`src/rtl/button_pkg.sv`:
```
// Shared types and default timing for the push-button conditioner.
// Default cycle counts assume a 50 MHz system clock.
package button_pkg;

  typedef enum logic [2:0] {
    IDLE,
    DEB_PRESS,
    PRESSED,
    REPEAT,
    DEB_RELEASE
  } btn_state_t;

  // 20 ms debounce, 500 ms before auto-repeat, then 10 steps per second
  localparam int DEFAULT_DEBOUNCE_CYCLES     = 1_000_000;
  localparam int DEFAULT_REPEAT_DELAY_CYCLES = 25_000_000;
  localparam int DEFAULT_REPEAT_RATE_CYCLES  = 5_000_000;

  function automatic int max_cycles(input int a, input int b);
    return (a > b) ? a : b;
  endfunction

endpackage

```
`src/rtl/sync_2ff.sv`:
```
// Two-flop synchronizer for one asynchronous input.
// Reset loads a chosen idle level so no false edge appears after reset.
module sync_2ff #(
  parameter bit RESET_VALUE = 1'b0
) (
  input  logic clk,
  input  logic reset,
  input  logic d,
  output logic q
);

  logic meta;

  always_ff @(posedge clk) begin
    if (reset) begin
      meta <= RESET_VALUE;
      q    <= RESET_VALUE;
    end else begin
      meta <= d;
      q    <= meta;
    end
  end

endmodule

```
`src/rtl/button_step_conditioner.sv`:
```
// Turns a raw push-button into debounced single-cycle step strobes with optional
// hold-to-repeat, plus a debounced level and a release strobe. All outputs registered.
module button_step_conditioner
  import button_pkg::*;
#(
  parameter int DEBOUNCE_CYCLES     = DEFAULT_DEBOUNCE_CYCLES,
  parameter bit REPEAT_EN           = 1'b1,
  parameter int REPEAT_DELAY_CYCLES = DEFAULT_REPEAT_DELAY_CYCLES,
  parameter int REPEAT_RATE_CYCLES  = DEFAULT_REPEAT_RATE_CYCLES,
  parameter bit ACTIVE_LOW          = 1'b1
) (
  input  logic clk,
  input  logic reset,
  input  logic btn_raw,
  output logic btn_level,
  output logic step_pulse,
  output logic release_pulse
);

  localparam int CNT_W  = $clog2(DEBOUNCE_CYCLES + 1);
  localparam int HOLD_W = $clog2(max_cycles(REPEAT_DELAY_CYCLES, REPEAT_RATE_CYCLES) + 1);

  localparam logic [CNT_W-1:0]  CNT_DONE   = CNT_W'(DEBOUNCE_CYCLES);
  localparam logic [HOLD_W-1:0] DELAY_LAST = HOLD_W'(REPEAT_DELAY_CYCLES - 1);
  localparam logic [HOLD_W-1:0] RATE_LAST  = HOLD_W'(REPEAT_RATE_CYCLES - 1);

  if (DEBOUNCE_CYCLES < 1) begin : g_bad_debounce
    $error("DEBOUNCE_CYCLES must be >= 1");
  end
  if (REPEAT_DELAY_CYCLES < 1) begin : g_bad_delay
    $error("REPEAT_DELAY_CYCLES must be >= 1");
  end
  if (REPEAT_RATE_CYCLES < 1) begin : g_bad_rate
    $error("REPEAT_RATE_CYCLES must be >= 1");
  end

  logic synced;
  logic p;

  sync_2ff #(
    .RESET_VALUE(ACTIVE_LOW)
  ) u_sync (
    .clk  (clk),
    .reset(reset),
    .d    (btn_raw),
    .q    (synced)
  );

  // p is the synchronized sample in pressed-is-1 form regardless of board polarity
  always_comb p = synced ^ ACTIVE_LOW;

  btn_state_t        state, state_next;
  logic [CNT_W-1:0]  cnt, cnt_next;
  logic [HOLD_W-1:0] hold, hold_next;
  logic              step_next, release_next, level_next;

  always_ff @(posedge clk) begin
    if (reset) begin
      state         <= IDLE;
      cnt           <= '0;
      hold          <= '0;
      btn_level     <= 1'b0;
      step_pulse    <= 1'b0;
      release_pulse <= 1'b0;
    end else begin
      state         <= state_next;
      cnt           <= cnt_next;
      hold          <= hold_next;
      btn_level     <= level_next;
      step_pulse    <= step_next;
      release_pulse <= release_next;
    end
  end

  // A release that bounces back lands in PRESSED with a fresh hold timer,
  // so the repeat delay restarts rather than firing early.
  always_comb begin
    state_next = state;
    cnt_next   = cnt;
    hold_next  = hold;
    case (state)
      IDLE: begin
        if (p) begin
          state_next = DEB_PRESS;
          cnt_next   = CNT_W'(1);
        end else begin
          cnt_next = '0;
        end
      end
      DEB_PRESS: begin
        if (!p) begin
          state_next = IDLE;
          cnt_next   = '0;
        end else if (cnt == CNT_DONE) begin
          state_next = PRESSED;
          cnt_next   = '0;
          hold_next  = '0;
        end else begin
          cnt_next = cnt + CNT_W'(1);
        end
      end
      PRESSED: begin
        if (!p) begin
          state_next = DEB_RELEASE;
          cnt_next   = CNT_W'(1);
        end else if (hold == DELAY_LAST) begin
          // with repeat disabled the timer parks here instead of wrapping
          if (REPEAT_EN) begin
            state_next = REPEAT;
            hold_next  = '0;
          end
        end else begin
          hold_next = hold + HOLD_W'(1);
        end
      end
      REPEAT: begin
        if (!p) begin
          state_next = DEB_RELEASE;
          cnt_next   = CNT_W'(1);
        end else if (hold == RATE_LAST) begin
          hold_next = '0;
        end else begin
          hold_next = hold + HOLD_W'(1);
        end
      end
      DEB_RELEASE: begin
        if (p) begin
          state_next = PRESSED;
          cnt_next   = '0;
          hold_next  = '0;
        end else if (cnt == CNT_DONE) begin
          state_next = IDLE;
          cnt_next   = '0;
        end else begin
          cnt_next = cnt + CNT_W'(1);
        end
      end
      default: begin
        state_next = IDLE;
        cnt_next   = '0;
        hold_next  = '0;
      end
    endcase
  end

  always_comb begin
    step_next    = 1'b0;
    release_next = 1'b0;
    level_next   = (state_next == PRESSED) || (state_next == REPEAT) ||
                   (state_next == DEB_RELEASE);
    case (state)
      DEB_PRESS:   step_next    = p && (cnt == CNT_DONE);
      PRESSED:     step_next    = p && REPEAT_EN && (hold == DELAY_LAST);
      REPEAT:      step_next    = p && (hold == RATE_LAST);
      DEB_RELEASE: release_next = !p && (cnt == CNT_DONE);
      default: begin
        step_next    = 1'b0;
        release_next = 1'b0;
      end
    endcase
  end

endmodule
```
`config.mk`:
```
export PLATFORM = sky130hd
export DESIGN_NAME = button_step_conditioner
export DESIGN_NICKNAME = d
export VERILOG_FILES = /design/src/rtl/button_pkg.sv /design/src/rtl/sync_2ff.sv /design/src/rtl/button_step_conditioner.sv
export SDC_FILE = /design/constraint.sdc
export NUM_CORES = 1
export LEC_CHECK = 0
export ABC_AREA = 1
export CORE_MARGIN = 3
export CORE_UTILIZATION = 55
export CTS_CLUSTER_SIZE = 40
export DETAILED_ROUTE_END_ITERATION = 16
export PLACE_DENSITY = 0.82
export SYNTH_ARGS = -nofsm -noshare
export SYNTH_HDL_FRONTEND = slang
export SYNTH_HIERARCHICAL = 1
export SYNTH_SLANG_ARGS = --single-unit
```
`constraint.sdc`:
```
create_clock -name clk -period 2.9 [get_ports clk]
set_input_delay 0.435 -clock clk [delete_from_list [all_inputs] [get_ports clk]]
set_output_delay 0.435 -clock clk [all_outputs]
set_load 0.02 [all_outputs]
```
==> impl_metrics.py <==
metrics = {
    "setup_path": {
        "r2r_start": "state[1]$_SDFF_PP0_",
        "slowest_delay_ns": 0.46,
        "cp.arrival_ns": 2.26,
        "crit_type": "register to register",
        "required_ns": 3.09,
        "r2r-end": "hold[1]$_SDFFE_PP0P_",
        "rrSetupSlack_ns": 0.83,
        "cp_cell_sequence": "inv_1, nand2_2, nor2_1, a21oi_4, a21boi_4, nand3_1, nand2_1, nor3_1",
        "cp_slowest_cell": "a21boi_4",
        "cp-end-kind": "register",
        "cp_max_fo": 14,
        "critPathLaunchType": "register",
        "reg2reg_depth": 8,
    },
    "clock_tree": {
        "clk_pin_slew_ns": 0.09,
        "cts_resized": 0,
        "cts_buffers": 5,
        "cts_setup_buffers": 0,
        "cts_tree": "done",
        "cts_max_path_buffers": 2,
        "cts_hold_buffers": 0,
        "clockRootBuffer": "clkbuf_8",
        "htree_levels": 2,
        "clock_latency_ns": 0.31,
        "cts_sinks": 53,
    },
    "cells_and_area": {
        "diodes": 0,
        "nNetsFinal": 519,
        "layout_commonest_cell": "nand2_1",
        "drive_gt1_frac": 0.0429,
        "synthToLayoutAreaGrowth_pct": 5.86,
        "final_cell_area_sq_mm": 0.00334,
        "fin_util": 0.627,
        "final_cell_mix": "nand2_1 (143), nor2_1 (96), inv_1 (64)",
        "final_cells": 583,
    },
    "sta": {
        "finalSetupViolCount": 0,
        "finalHoldViolations": 0,
        "rsz0062_at_grt": "false",
        "slew_violations": 0,
        "slew_headroom": 0.649,
        "period_minus_slack_ns": 2.07,
        "tightest_slew_ns": 0.526,
        "skew_ns": 0.0113,
        "tns_ns": 0,
        "finalCritPeriodShare": 0.715,
        "finalWorstSetupSlack_ns": 0.826,
        "holdWs_ns": 0.420,
        "fmax_ghz": 0.482,
    },
    "floorplan": {
        "die_h_microns": 81.8,
        "die_width_microns": 81.8,
        "start_util": 0.592,
        "pin_count": 6,
        "core_sq_mm": 0.00534,
        "num_rows": 26,
        "die-area_sq_mm": 0.00669,
    },
    "grt": {
        "grt_start_max_net_pins": 18,
        "grt.overflow.total": 0,
        "grt_pass1_vias": 2791,
        "antenna_found_initial": 0,
        "grt_pass1_wl_microns": 12200,
        "grt_usage": 0.229,
    },
    "power_and_ir_drop": {
        "p_total_mw": 1.19,
        "p_per_area_mw_per_mm2": 355,
        "leakage_nw": 1.34,
        "ir_worst_vdd_uv": 175,
    },
    "placement": {
        "pre_cts_slack_ns": 0.833,
        "post_dp_cell_area_sq_mm": 0.00326,
        "dp_hpwl_microns": 5470,
        "dpl.cell_count": 576,
        "place_congestion": 0.957,
        "portBuffers": 5,
    },
    "synth": {
        "syn_area_sq_mm": 0.00316,
        "ys_ff_latch": 53,
        "synth_nets": 514,
        "avgSynthCellArea_sq_um": 6.22,
        "ys_seq_area_frac": 0.336,
        "syn_inst": 508,
        "synthDistinctLibCells": 35,
        "yosys_warnings": 6,
    },
    "drt": {
        "first_pass_iters": 5,
        "drtIter0Drc": 268,
        "wirelength_microns": 7180,
        "drc": 0,
        "post_drt_wl_per_cell_microns": 12.3,
        "dr_total_vias": 3110,
        "ant_nets": 0,
        "routed_via_density": 5.33,
    },
    "min_path": {
        "min_from": "u_sync/meta$_SDFF_PP1_",
        "hold_class": "register to register",
        "holdPathEnd": "u_sync/q$_SDFF_PP1_",
        "whs_path_depth": 2,
    },
    "run_status": {
        "status": "completed",
    },
    "job": {
        "cap_violations": 0,
    },
}
where the power goes:
group / switching, mW / internal, mW / total (mW)
clock network: 0.239 / 0.190 / 0.429
logic: 0.0190 / 0.00802 / 0.0270
registers: 0.00251 / 0.729 / 0.732
state kept, by name, indices dropped and copies added, names as in the netlist:
signal         cells
hold              25
u_sync/meta        1
btn_level          1
cnt               20
state              3
u_sync/q           1
release_pulse      1
step_pulse         1
cells in the mapped netlist (all sizes together):
cell,number,share of area
o211a,1,0.0032
nor4,3,0.0059
a21oi,15,0.027
dfxtp,53,0.34
a21boi,1,0.0059
nand2,147,0.18
ha,3,0.012
nand3,39,0.063
o211ai,3,0.0071
clkbuf,3,0.0036
xor2,10,0.028
a31o,1,0.0028
a211oi,1,0.0024
buf,6,0.013
o21ai,12,0.019
nor3b,2,0.0048
o21bai,5,0.012
a221oi,1,0.0028
xnor2,1,0.0028
o32ai,1,0.0028
inv,68,0.081
a31oi,1,0.0020
nand4,16,0.032
nor2,97,0.12
o31ai,1,0.0024
nor3,16,0.029
nand3b,1,0.0024
cell families after synthesis:
family,share of synthesized area
DFF,0.336
xor gates and xnor gates,0.0305
buffers and inverters,0.0979
AOI/OAI and AO/OA,0.0895
adders and majority gates,0.0119
and+or+nand+nor,0.434
layout make-up:
cell class / count / area, sq um
multi-input combinational: 378 / 1790
fill: 503 / 1990
clock buffer: 7 / 86.3
inverter: 68 / 255
tap: 70 / 87.6
timing repair buffer: 7 / 65.1
sequential: 53 / 1060
critical path: cells and delay by family, from the launching register on:
kind	cells	cell delay [ns]
DFF	1	0.41
and+or+nand+nor	5	0.73
AOI/OAI and AO/OA	2	0.72
buffers and inverters	1	0.09
worst max path at each step:
stage                    startpoint               endpoint  slack (ns)
5_1_grt        hold[0]$_SDFFE_PP0P_  hold[22]$_SDFFE_PP0P_        0.53
3_5_place_dp    state[1]$_SDFF_PP0_  hold[24]$_SDFFE_PP0P_        0.83
3_3_place_gp    state[1]$_SDFF_PP0_  hold[18]$_SDFFE_PP0P_        0.87
2_1_floorplan  hold[0]$_SDFFE_PP0P_  hold[21]$_SDFFE_PP0P_        1.21
6_report        state[1]$_SDFF_PP0_   hold[1]$_SDFFE_PP0P_        0.83
4_1_cts         state[1]$_SDFF_PP0_  hold[24]$_SDFFE_PP0P_        0.84
layer usage:
| layer | part of all wire | track usage | vias up |
|---|---|---|---|
| met5 | 0 | 0 | - |
| met1 | 0.48 | 0.311 | 1376 |
| met3 | 0.062 | 0.0417 | 10 |
| met4 | 0.010 | 0.0449 | 0 |
| li1 | - | - | 1622 |
| met2 | 0.44 | 0.381 | 102 |
(Power assumes the default switching activity.)
